**config.mk**
```make
export PLATFORM = sky130hd
export DESIGN_NAME = gowin_ddr
export DESIGN_NICKNAME = d
export VERILOG_FILES = /design/src/rtl/gowin_ddr.sv
export SDC_FILE = /design/constraint.sdc
export NUM_CORES = 1
export LEC_CHECK = 0
export BUFFER_PORTS_ARGS = -buffer_cell sky130_fd_sc_hd__buf_2
export CORE_ASPECT_RATIO = 0.6
export CORE_MARGIN = 10
export CORE_UTILIZATION = 58
export CTS_BUF_LIST = sky130_fd_sc_hd__clkbuf_2 sky130_fd_sc_hd__clkbuf_4 sky130_fd_sc_hd__clkbuf_8
export CTS_CLUSTER_SIZE = 20
export DETAILED_ROUTE_END_ITERATION = 16
export PLACE_DENSITY = 0.93
export SETUP_SLACK_MARGIN = 0.3
export SYNTH_ARGS = -nofsm -noshare
export SYNTH_HDL_FRONTEND = slang
export SYNTH_SLANG_ARGS = --single-unit
export TNS_END_PERCENT = 1
```
**constraint.sdc**
```tcl
create_clock -name i_clk -period 2.4 [get_ports i_clk]
set_clock_uncertainty 0.2 [all_clocks]
set_input_delay 0.36 -clock i_clk [delete_from_list [all_inputs] [get_ports i_clk]]
set_output_delay 0.36 -clock i_clk [all_outputs]
set_load 0.02 [all_outputs]
```
**src/rtl/gowin_ddr.sv**
```systemverilog
// gowin_ddr: 7:1 output gearbox for the LVDS panel transmitter.
// It captures one 49-bit frame (7 time slots x 7 lanes) once every
// seven bit-rate clocks. It then presents one 7-bit lane vector per
// clock, sending slot 0 first. The block generates its own word-rate
// load strobe, and upstream presents the next frame against that strobe.
module gowin_ddr (
    input  logic        i_clk,
    input  logic        i_resetn,
    input  logic [48:0] din,
    output logic        o_load,
    output logic [6:0]  q
);

    localparam logic [2:0] LAST_SLOT = 3'd6;

    // Position within the current frame. Slot 6 is the cycle whose
    // closing edge captures the next frame.
    logic [2:0]  slot;

    // Slots 1..6 of the frame currently being sent. Slot 1 sits in the
    // low bits, and each edge moves the next slot down.
    logic [41:0] hold;

    // Decode the load strobe from registered state so that it is clean
    // for upstream logic.
    assign o_load = (slot == LAST_SLOT);

    // Slot counter, capture register and output register.
    // NOTE: sequential state uses non-blocking assignments, so every
    // right-hand side below sees the pre-edge values of slot and hold.
    // NOTE: all state here is plain flops, and all of it is reset. As a
    // result, a mid-frame reset discards the partial frame and q drops
    // to zero at once.
    always_ff @(posedge i_clk or negedge i_resetn) begin
        if (!i_resetn) begin
            slot <= 3'd0;
            hold <= '0;
            q    <= '0;
        end else if (slot == LAST_SLOT) begin
            slot <= 3'd0;
            q    <= din[6:0];
            hold <= din[48:7];
        end else begin
            slot <= slot + 3'd1;
            q    <= hold[6:0];
            hold <= hold >> 7;
        end
    end

endmodule

```
==> results of run 1 <==
==> kinds of logic after synthesis <==
group	synth area share, %
AO/OA/AOI/OAI	0.471
AND/OR/NAND/NOR	3.06
buffers and inverters	5.01
multiplexers	30.2
flip-flops	61.3
==> layout make-up <==
class,count,area share [%]
clock inverters,1,1.18
multi-input cells,55,28.2
clock buffers,5,2.71
well taps,45,2.22
repair buffers,65,14.2
flip-flops and latches,52,51.3
inverters,1,0.148
==> worst paths after layout <==
path | start | endpoint | slack (ps) | depth (start not counted)
min in group asynchronous | i_resetn | q[5] | 390 | 2
max in group asynchronous | i_resetn | hold[24] | 1060 | 3
max | slot[0] | o_load | 470 | 3
max reg2reg | slot[0] | q[1] | 620 | 4
min | din[42] | hold[35] | 60 | 2
min reg2reg | hold[25] | hold[18] | 270 | 1
==> critical path, stage by stage, from the launching register on <==
cell and delay (ps):
dfrtp_1 410, and3b_2 280, buf_6 190, buf_2 190
==> power by group through the flow <==
stage               clock [W]  combinational (W)  sequential (W)
floorplan                   0          0.0000518        0.000950
global placement            0           0.000126        0.000943
detailed placement          0           0.000132        0.000946
CTS                  0.000573           0.000134        0.000928
global route         0.000611           0.000144        0.000931
finish               0.000553           0.000131        0.000927
==> synth_stat cells <==
cell type / n
a21oi_1: 1
and2_1: 7
and3b_1: 1
buf_12: 4
buf_6: 2
dfrtp_1: 52
inv_1: 1
mux2_4: 42
mux2i_1: 1
nand2b_1: 2
o21ai_1: 1
==> stage by stage <==
step	hold WS (ps)	utilization, %
2_1_floorplan	-136	-
3_3_place_gp	175	71.5
3_5_place_dp	201	71.5
4_1_cts	57.2	75.0
5_1_grt	46.9	75.0
6_report	64.1	75.0
==> sequential cells by signal (all words and copies together), names as in the netlist <==
signal and cells:
q 7, hold 42, slot 3
==> metal layers <==
layer  vias up  GRT usage (%)  share of wire, %
li1        510              -                 -
met1       544           13.0                42
met2        45           18.8                47
met3         7           7.42                10
met4         0           3.25               1.0
met5         -              0                 0
==> repair_timing <==
action,CTS,global route
hold endpoints to repair,25,0
endpoints found under the setup margin,1,0
setup buffers,1,0
hold buffers,1,0
resized for setup,1,0
==> run summary, run 1 <==
Status -> finished, final reports clean
Rel. slew slack -> 60.2%
Maximum vdd drop -> 448 µV
Input/output buffers -> 58
Synth Instances -> 114
Multi-input gate area -> 717 µm²
Crit path required time -> 1840 ps
Largest net degree at the start of global routing -> 28
Flop pwr share -> 57.6%
Layout cells sized above 1 -> 63.1%
Worst-margin pin slew -> 597 ps
Sw power -> 0.000313 W
GRT Total Usage -> 11.8%
Die Ht -> 66.9 µm
Placed instance count -> 216
Fillers -> 228
Final cell count without fillers -> 224
Commonest cells after routing, fill and taps aside -> 58 x buf_2, 52 x dfrtp_1, 42 x mux2_4, 7 x and2_1, 5 x clkbuf_8
Antenna cell count -> 0
Largest cells by area after synthesis -> dfrtp_1 61%, mux2_4 30%, buf_12 3.8%, and2_1 2.1%, buf_6 1.1%
Number of global-route vias before repair -> 1227
Sequential Area -> 1300 µm²
Worst skew pair latency -> 300 ps
DRT iter0 DRCs -> 42
Clock sink count -> 52
Yosys reg bits -> 52
Worst Setup Slack, final -> 469 ps
Final max-slew violation count -> 0
Total power -> 0.00161 W
CTS clk-pin slew, worst paths -> 80 ps
Clock power share -> 34.3%
Global route overflow -> 0
Total CTS buffers -> 5
CTS Root Buffer Type -> clkbuf_8
Global-route wire length before repair -> 5990 µm
Yosys synthesis warning count -> 0
Worst min path class -> in -> reg
CP Class -> reg -> out
Initial antenna violation count -> 0
DP HPWL -> 2840 µm
Vias -> 1106
Post-route minimum period -> 1930 ps
DP Area -> 2420 µm²
Yosys top cell by area -> dfrtp_1
Crit path DAT -> 1370 ps
Tcrit/Tclk final -> 80.5%
DRC violations left -> 0
P per Cell Area -> 634 nW/µm²
Avg Synthesized Cell Area -> 18.6 µm²
Syn nets -> 165
Post-place setup slack -> 571 ps
Final Cell Area -> 2540 µm²
Pint -> 0.00130 W
Drt total wl -> 3650 µm
Post-synthesis sequential area ratio -> 61.3%
Top-area cell type share of the netlist area -> 61.3%
Total negative slack -> 0 ps
Final nets -> 231
CP Capture Type -> output port
Combinational Power Share -> 8.1%
Routed wire per std cell -> 16.3 µm
Hold Fails Final Rpt -> 0
DIE WIDTH -> 98.1 µm
Die area -> 6560 µm²
Mapped Area -> 2120 µm²
Max_cap viols -> 0
Final setup vio count -> 0
Leakage -> 1.26 nW
Max clock buf depth -> 2
Crit start category -> flip-flop
Fmax -> 0.518 GHz
Core area -> 3380 µm²
Final GP Congestion -> 0.810
RSZ-0062 raised after global routing -> false
Switching share of power -> 19.4%
Via density -> 4.94
Antenna viol nets, final -> 0
Layout area overhead -> 19.6%
H-tree Lvls -> 2
Commonest non-fill, non-tap cell in the layout -> buf_2
Synth cell types -> 11
Ports -> 59
Row count -> 16
Drt pass-1 iters -> 2
CTS tree -> done
Initial Util -> 62.8%
Maximum fanout along the worst path -> 15
Note: power is estimated with default switching activity, not from simulation.
==> inputs of run 2 (changes only) <==
Settings changed: CORE_UTILIZATION 58 to 53, PLACE_DENSITY 0.93 to 0.87.
Clock period 2.4 ns to 1.95 ns, I/O delays scaled along.
==> run 2 against run 1 <==
  * Final area increased by 3.7%
  * Die area increased by 7.0%
  * Sequential share of layout area decreased by 1.8 points
  * Combinational power increased by 25%
  * Sequential power increased by 23%
  * Highest routed layer is now met3
==> run summary, run 2 (synthesis results as in run 1) <==
DRC violations left -> 0
Crit path required time -> 1930 ps
Worst skew pair latency -> 290 ps
Drt total wl -> 3850 µm
Biggest cell delay along the critical path -> 380 ps
Commonest cells after routing, fill and taps aside -> 57 x buf_2, 52 x dfrtp_1, 42 x mux2_4, 9 x buf_4, 7 x and2_1
Fmax -> 0.595 GHz
Final setup vio count -> 0
Via density -> 4.69
Final max-slew violation count -> 0
Post-route minimum period -> 1680 ps
Die Ht -> 69.0 µm
Global-route wire length before repair -> 6320 µm
Rel. slew slack -> 76.9%
CTS Root Buffer Type -> clkbuf_8
Die area -> 7020 µm²
Max_cap viols -> 0
CP Class -> reg -> reg
P per Cell Area -> 713 nW/µm²
Worst path cell trace -> and3b_2 > buf_4 > bufbuf_16 > mux2_4
Global route overflow -> 0
Crit-path slowest cell -> dfrtp_1
Antenna viol nets, final -> 0
Row count -> 17
Largest regs -> hold x42, q x7, slot x3
Final nets -> 240
Crit path DAT -> 1660 ps
CP Capture Type -> flip-flop
Most flops, register -> hold
Worst-margin pin slew -> 347 ps
Final Hold Slack -> 14.6 ps
Core area -> 3760 µm²
Ports -> 59
Final cell count without fillers -> 236
Routed wire per std cell -> 16.3 µm
Tcrit/Tclk final -> 86.2%
DIE WIDTH -> 102 µm
Hold Fails Final Rpt -> 0
Commonest non-fill, non-tap cell in the layout -> buf_2
CTS clk-pin slew, worst paths -> 90 ps
Number of global-route vias before repair -> 1289
Vias -> 1108
Initial Util -> 56.4%
RSZ-0062 raised after global routing -> true
Largest net degree at the start of global routing -> 29
Leakage -> 1.31 nW
DRT iter0 DRCs -> 23
Input/output buffers -> 58
Largest register FFs -> 42
Initial antenna violation count -> 0
Antenna cell count -> 0
Status -> finished, final reports clean
Layout cells sized above 1 -> 63.0%
Clock sink count -> 52
Max clock buf depth -> 2
DP HPWL -> 2650 µm
GRT Total Usage -> 11.4%
H-tree Lvls -> 2
Total negative slack -> 0 ps
Maximum fanout along the worst path -> 16
Total CTS buffers -> 5
Crit start category -> flip-flop
Placed instance count -> 217
Maximum vdd drop -> 414 µV
Drt pass-1 iters -> 3
Worst min path class -> in -> reg
Final GP Congestion -> 0.718
Layout area overhead -> 24.0%
CTS tree -> done
[run 2: changes by cell type in the layout (fill, tap and decap cells not counted), sizes merged]
| cell | delta |
|---|---|
| clkinv | +1 |
| buf | +4 |
| clkbuf | +1 |
| dlygate4sd3 | +4 |
| bufbuf | +1 |
| bufinv | -1 |
[run 2: path summary, 6_finish.rpt]
path	startpoint	cells past startpoint	slack, ps	endpoint
max	slot[0]	4	270	hold[11]
min in group asynchronous	i_resetn	3	340	hold[2]
min	din[43]	2	10	hold[36]
max reg2reg	slot[0]	4	270	hold[11]
min reg2reg	hold[21]	1	280	hold[14]
max in group asynchronous	i_resetn	3	930	hold[30]
[run 2: layout make-up]
class                   instances  area, µm²
flip-flops and latches         52       1300
repair buffers                 74        470
clock inverters                 1       5.00
well taps                      47       58.8
fillers                       263       1130
multi-input cells              55        717
inverters                       1       3.75
clock buffers                   6       76.3
[run 2: routing by layer]
layer | global-route usage, % | wire, µm | up-vias
li1 | - | - | 529
met1 | 13.0 | 1590 | 537
met2 | 18.8 | 1910 | 42
met3 | 5.65 | 354 | 0
met4 | 2.35 | 0 | 0
met5 | 0 | 0 | -
[run 2: per-stage QoR]
| step | power (W) | area, µm² | util, % | worst slack (ps) |
|---|---|---|---|---|
| final | 0.00188 | 2630 | 69.9 | 270 |
| after global routing | 0.00197 | 2630 | 69.9 | 225 |
| after global placement | 0.00131 | 2410 | 64.1 | 344 |
| after detailed placement | 0.00132 | 2410 | 64.1 | 322 |
| after floorplan | 0.00123 | 2120 | - | 458 |
| after CTS | 0.00190 | 2630 | 69.9 | 269 |
[run 2: power breakdown]
group | switching, W | total, W | internal (W)
clock | 0.000313 | 0.000572 | 0.000258
sequential | 0.0000137 | 0.00114 | 0.00113
combinational | 0.0000587 | 0.000164 | 0.000105
total | 0.000386 | 0.00188 | 0.00149
[run 2: repair_timing]
item                                    in CTS  in global routing
setup buffers                                6                  0
gates cloned                                 1                  0
hold endpoints to repair                    56                  0
pin swaps                                    1                  1
hold buffers                                 5                  0
gates resized for setup                      3                  0
endpoints found under the setup margin       4                 39
[run 2: worst max-delay path, delay by kind of cell, from the launching register on]
| family | cells | cell delay, ps |
|---|---|---|
| buf+inv | 2 | 410 |
| flops | 1 | 380 |
| mux | 1 | 300 |
| simple gates | 1 | 280 |
